===== config.mk =====
export PLATFORM = sky130hd
export DESIGN_NAME = lane_judge_ctrl
export DESIGN_NICKNAME = d
export VERILOG_FILES = /design/src/rtl/lane_judge_ctrl.sv
export SDC_FILE = /design/constraint.sdc
export NUM_CORES = 1
export LEC_CHECK = 0
export ABC_AREA = 1
export CAP_MARGIN = 15
export CORE_MARGIN = 4
export CORE_UTILIZATION = 30
export CTS_CLUSTER_DIAMETER = 80
export CTS_CLUSTER_SIZE = 40
export DETAILED_ROUTE_END_ITERATION = 10
export DONT_BUFFER_PORTS = 1
export MAX_ROUTING_LAYER = met4
export PLACE_DENSITY = 0.45
export SLEW_MARGIN = 20
export SYNTH_ARGS = -nofsm -noshare
export SYNTH_HDL_FRONTEND = slang
export SYNTH_SLANG_ARGS = --single-unit

===== constraint.sdc =====
create_clock -name clock -period 3.3 [get_ports clock]
set_input_delay 0.66 -clock clock [delete_from_list [all_inputs] [get_ports clock]]
set_output_delay 0.66 -clock clock [all_outputs]
set_load 0.01 [all_outputs]

===== src/rtl/lane_judge_ctrl.sv =====
// Multi-lane rhythm-game controller: sequences clear/draw/wait/judge per row and
// keeps score, streak, lives and scroll offset for the VGA drawer.
module lane_judge_ctrl #(
    parameter int LANES      = 3,
    parameter int ROWS       = 8,
    parameter int ROW_CYCLES = 16,
    parameter int SCORE_W    = 8,
    parameter int LIVES      = 3,
    parameter int FREE_PLAY  = 0
) (
    input  logic                         clock,
    input  logic                         reset,
    input  logic                         start,
    input  logic                         clear_done,
    input  logic                         draw_done,
    input  logic [LANES-1:0]             key,
    input  logic [LANES-1:0]             note_row,
    output logic                         clear_go,
    output logic                         draw_go,
    output logic [$clog2(ROWS)-1:0]      row_offset,
    output logic [SCORE_W-1:0]           score,
    output logic [SCORE_W-1:0]           streak,
    output logic [$clog2(LIVES+1)-1:0]   lives,
    output logic [LANES-1:0]             hit_flags,
    output logic                         miss_flag,
    output logic                         game_over,
    output logic [2:0]                   state_dbg
);

    localparam int RW = $clog2(ROWS);
    localparam int LW = $clog2(LIVES + 1);
    localparam int WW = (ROW_CYCLES > 1) ? $clog2(ROW_CYCLES) : 1;
    localparam int SW = SCORE_W + $clog2(LANES + 1) + 1;

    localparam logic [SCORE_W-1:0] SCORE_MAX  = '1;
    localparam logic [WW-1:0]      WAIT_LAST  = WW'(ROW_CYCLES - 1);
    localparam logic [RW-1:0]      ROW_LAST   = RW'(ROWS - 1);
    localparam logic [LW-1:0]      LIVES_INIT = LW'(LIVES);

    // Valid/ready: clear_go and draw_go are requests held high until the drawer
    // answers with a single-cycle clear_done/draw_done; answers in other states are ignored.
    typedef enum logic [2:0] {
        S_IDLE    = 3'd0,
        S_CLEAR   = 3'd1,
        S_DRAW    = 3'd2,
        S_WAIT    = 3'd3,
        S_JUDGE   = 3'd4,
        S_ADVANCE = 3'd5,
        S_OVER    = 3'd6
    } state_t;

    state_t             state_q, state_d;
    logic [SCORE_W-1:0] score_q, score_d;
    logic [SCORE_W-1:0] streak_q, streak_d;
    logic [LW-1:0]      lives_q, lives_d;
    logic [RW-1:0]      row_offset_q, row_offset_d;
    logic [LANES-1:0]   key_latch_q, key_latch_d;
    logic [WW-1:0]      wait_cnt_q, wait_cnt_d;
    logic [LANES-1:0]   hit_flags_q, hit_flags_d;
    logic               miss_flag_q, miss_flag_d;

    logic [LANES-1:0]   hits;
    logic               bad;
    logic [SW-1:0]      score_sum;

    function automatic logic [SW-1:0] count_hits(input logic [LANES-1:0] v);
        logic [SW-1:0] cnt;
        cnt = '0;
        for (int i = 0; i < LANES; i++) begin
            if (v[i]) cnt = cnt + SW'(1);
        end
        return cnt;
    endfunction

    always_comb begin
        state_d      = state_q;
        score_d      = score_q;
        streak_d     = streak_q;
        lives_d      = lives_q;
        row_offset_d = row_offset_q;
        key_latch_d  = key_latch_q;
        wait_cnt_d   = wait_cnt_q;
        hit_flags_d  = '0;
        miss_flag_d  = 1'b0;

        hits      = key_latch_q & note_row;
        bad       = |(note_row ^ key_latch_q);
        score_sum = SW'(score_q) + count_hits(hits);

        case (state_q)
            S_IDLE: begin
                if (start) state_d = S_CLEAR;
            end
            S_CLEAR: begin
                score_d      = '0;
                streak_d     = '0;
                lives_d      = LIVES_INIT;
                row_offset_d = '0;
                key_latch_d  = '0;
                wait_cnt_d   = '0;
                if (clear_done) state_d = S_DRAW;
            end
            S_DRAW: begin
                key_latch_d = key_latch_q | key;
                wait_cnt_d  = '0;
                if (draw_done) state_d = S_WAIT;
            end
            S_WAIT: begin
                key_latch_d = key_latch_q | key;
                if (wait_cnt_q == WAIT_LAST) state_d = S_JUDGE;
                else wait_cnt_d = wait_cnt_q + WW'(1);
            end
            S_JUDGE: begin
                hit_flags_d = hits;
                miss_flag_d = bad;
                if (!bad) begin
                    score_d  = (score_sum > SW'(SCORE_MAX)) ? SCORE_MAX : score_sum[SCORE_W-1:0];
                    streak_d = (streak_q == SCORE_MAX) ? streak_q : streak_q + SCORE_W'(1);
                end else begin
                    streak_d = '0;
                    if (FREE_PLAY == 0 && lives_q != '0) lives_d = lives_q - LW'(1);
                end
                state_d = (lives_d == '0) ? S_OVER : S_ADVANCE;
            end
            S_ADVANCE: begin
                // A key pressed during the advance cycle belongs to the next row.
                row_offset_d = (row_offset_q == ROW_LAST) ? '0 : row_offset_q + RW'(1);
                key_latch_d  = key;
                state_d      = S_DRAW;
            end
            S_OVER: begin
                if (start) state_d = S_CLEAR;
            end
            default: state_d = S_IDLE;
        endcase
    end

    always_ff @(posedge clock) begin
        if (!reset) begin
            state_q      <= S_IDLE;
            score_q      <= '0;
            streak_q     <= '0;
            lives_q      <= LIVES_INIT;
            row_offset_q <= '0;
            key_latch_q  <= '0;
            wait_cnt_q   <= '0;
            hit_flags_q  <= '0;
            miss_flag_q  <= 1'b0;
        end else begin
            state_q      <= state_d;
            score_q      <= score_d;
            streak_q     <= streak_d;
            lives_q      <= lives_d;
            row_offset_q <= row_offset_d;
            key_latch_q  <= key_latch_d;
            wait_cnt_q   <= wait_cnt_d;
            hit_flags_q  <= hit_flags_d;
            miss_flag_q  <= miss_flag_d;
        end
    end

    assign clear_go   = (state_q == S_CLEAR);
    assign draw_go    = (state_q == S_DRAW);
    assign game_over  = (state_q == S_OVER);
    assign state_dbg  = state_q;
    assign score      = score_q;
    assign streak     = streak_q;
    assign lives      = lives_q;
    assign row_offset = row_offset_q;
    assign hit_flags  = hit_flags_q;
    assign miss_flag  = miss_flag_q;

endmodule


==> impl_metrics.csv <==
group,metric,value,unit
critical_path,rrSetupSlack,0.73,ns
critical_path,rr_endpoint,"score[2]",
synth,synth_area_leaders,"dfxtp_1 34%, nand2_1 18%, inv_1 7.9%, ha_1 7.3%, a21oi_1 6.6%",
clock_tree,cts_resized,0,
final_layout,area_delta_synth_final,6.53,%
synth,yosysMostFrequentCell,"nand2_1",
floorplanning,coreArea,6490,um^2
final_layout,fillerInstances,709,
critical_path,crit_type,"in -> reg",
floorplanning,rows,29,
grt,grt_pass1_vias,1691,
status,status,"completed",
power_and_ir_drop,p_seq_share,43.2,%
detailed_routing,drt_iter0_drc,55,
floorplanning,die_w,90.7,um
power_and_ir_drop,power.density,543,nW/um^2
grt,grt_first_pass_wirelength,8.49,mm
clock_tree,cts.htree.levels,2,
power_and_ir_drop,sw_frac_of_total,40.2,%
clock_tree,cts_num_sinks,35,
place,place_inst,383,
power_and_ir_drop,leakagePower,0.949,nW
power_and_ir_drop,combPwrFrac,32.5,%
sta,finalSetupViolCount,0,
critical_path,cpMaxStageDelayCell,"fa_1",
synth,syn_avg_cell_area,6.59,um^2
detailed_routing,ant_nets,0,
power_and_ir_drop,finalPower,1.19,mW
synth,ys_ff_latch,35,
sta,finalMaxSlewViolations,0,
clock_tree,clk_path_buf_depth,2,
floorplanning,start_util,31.6,%
power_and_ir_drop,ir_drop,0.294,mV
power_and_ir_drop,p_int,710,uW
synth,yosysTopAreaCell,"dfxtp_1",
critical_path,crit_path_end_kind,"flop",
critical_path,critical_path_buf_inv_count,3,
sta,min_period_over_period,78.7,%
synth,yosys_most_used_dff,"dfxtp_1",
synth,async_reset_ff_share,0,%
synth,synthTopCellsByCount,"96 x nand2_1, 43 x inv_1, 35 x dfxtp_1",
clock_tree,path_clk_slew,0.07,ns
detailed_routing,num_vias,1819,
detailed_routing,wl_per_cell,12.7,um
detailed_routing,viasPerCell,4.68,
grt,grt_max_degree,23,
critical_path,reg2reg_from,"key_latch_q[1]",
place,gp_congestion,0.826,
clock_tree,cts_setup_buffers,0,
final_layout,finalNetCount,337,
power_and_ir_drop,clkPwrFrac,24.3,%
synth,yosysWarnings,0,
sta,max_slew_margin,47.3,%
critical_path,required,3.50,ns
critical_path,path_cells,"ha_1 > inv_1 > ha_1 > xor2_1 > ha_1 > inv_1 > fa_1 > inv_1 > nand2_1 > nand2_1 > nand3_1 > o21ai_0 > nand2_1 > a21oi_1",
synth,ys_types,28,
power_and_ir_drop,power.switching,477,uW
place,dp_hpwl,3.74,mm
floorplanning,die_y,90.7,um
sta,hold_ws,0.468,ns
synth,synthesis.nets,335,
place,place_area,2110,um^2
detailed_routing,drtPass1Iterations,4,
sta,worstMarginPinSlew,0.790,ns
place,numPortBuffers,0,
grt,antenna_found_initial,0,
grt,grt_usage,13.0,%
synth,synth_cells,311,
floorplanning,io-pin-count,42,
final_layout,num_antenna_cells,0,
min_path,min_from,"reset",
critical_path,worstPathMaxFanout,6,
clock_tree,worst_skew_pair.late_latency,0.28,ns
synth,seq_area_frac_synth,34.2,%
min_path,hold_path_class,"in -> reg",
critical_path,reg2reg_depth,14,
sta,skew,0.00611,ns
clock_tree,cts_tree,"built",
critical_path,crit_arrival,2.80,ns
min_path,hold_depth,1,
detailed_routing,drt_wl_total,4.93,mm
critical_path,path_delay_family,"adder cells",
synth,synth_top_area_share,34.2,%
critical_path,critPathLaunchType,"input port",
critical_path,slowest_delay,0.37,ns
sta,hold_viol_final,0,
sta,fmax,385,MHz
grt,grt-ovfl-total,0,
min_path,holdPathEnd,"lives[1]",
synth,syn-cell-area,2050,um^2
sta,rsz0062_at_grt,"no",
clock_tree,root_buffer,"clkbuf_8",
run,maxCapViolations,0,
final_layout,instances_no_fill,389,
final_layout,design_area,2180,um^2
sta,finalSetupTns,0,ns
synth,synth_edf_count,0,
sta,min_period,2.60,ns
clock_tree,holdBufCountCts,0,
clock_tree,cts_buffers,5,
floorplanning,die_area,8220,um^2
final_layout,drive_above_1_share,6.09,%
detailed_routing,drc,0,
worst reg2reg max path, stage by stage, from the launching register on:
cell	delay (ns)
dfxtp_1	0.34
ha_1	0.17
inv_1	0.06
ha_1	0.30
xor2_1	0.15
ha_1	0.20
inv_1	0.06
fa_1	0.37
inv_1	0.08
nand2_1	0.05
nand2_1	0.14
nand3_1	0.23
o21ai_0	0.14
nand2_1	0.07
a21oi_1	0.12
through the flow:
step                      setup WS (ns)  utilization (%)
after floorplan                   0.673                -
after global placement            0.446             32.5
after detailed placement          0.406             32.5
after CTS                         0.695             33.6
after global routing              0.382             33.6
final                             0.701             33.6
layout make-up:
class | instances | area (um^2) | share of cell area (%)
clock buffers | 6 | 72.6 | 3.32
flip-flops and latches | 35 | 701 | 32.1
multi-input cells | 226 | 1150 | 52.5
well taps | 77 | 96.3 | 4.41
inverters | 45 | 169 | 7.73
layer usage:
metal	share of wire, %	global-route usage, %	wire length [um]
met5	0	-	0
met4	0.81	3.44	40
met3	7.2	5.42	357
met2	45	19.4	2240
met1	47	16.1	2290
layout by cell type (no fill, tap or decap), types with 2 or more instances in the layout:
master	instances
ha_1	12
inv_2	2
nand2_2	4
nand2_1	96
xor2_1	3
a21oi_1	27
nor2_2	3
inv_1	43
dfxtp_1	35
nor3_1	2
nand3_1	22
nand4_1	4
nor2_1	29
nor2_4	2
o21ai_0	12
clkbuf_8	5
cell families (layout without fill, tap and decap cells):
logic type / Yosys count / after routing / synth area share, %
AND/OR/NAND/NOR: 165 / 165 / 34.4
buffers and inverters: 50 / 51 / 9.94
AO/OA/AOI/OAI: 45 / 45 / 11.9
flip-flops: 35 / 35 / 34.2
adder cells (fa/ha/maj): 13 / 13 / 8.30
XOR/XNOR: 3 / 3 / 1.28
power groups by stage:
stage          sequential [mW]  clock (mW)  combinational (mW)
6_report                 0.512       0.288               0.386
4_1_cts                  0.514       0.304               0.396
2_1_floorplan            0.496           0               0.337
3_3_place_gp             0.522           0               0.394
5_1_grt                  0.522       0.324               0.454
3_5_place_dp             0.523           0               0.395
worst max-delay path by stage:
stage,from,endpoint,slack (ns),cells after the start
CTS,note_row[1],score[3],0.70,14
finish,note_row[1],score[2],0.70,14
detailed placement,note_row[1],score[3],0.41,14
global placement,note_row[0],score[3],0.45,14
global route,key_latch_q[1],score[5],0.38,14
floorplan,note_row[0],score[3],0.67,14
registers in the layout, summed over array words and instances, names as in the netlist:
signal / cells
row_offset: 3
miss_flag: 1
lives: 2
key_latch_q: 3
state_dbg: 3
wait_cnt_q: 4
score: 8
streak: 8
hit_flags: 3
(Power assumes the default switching activity.)
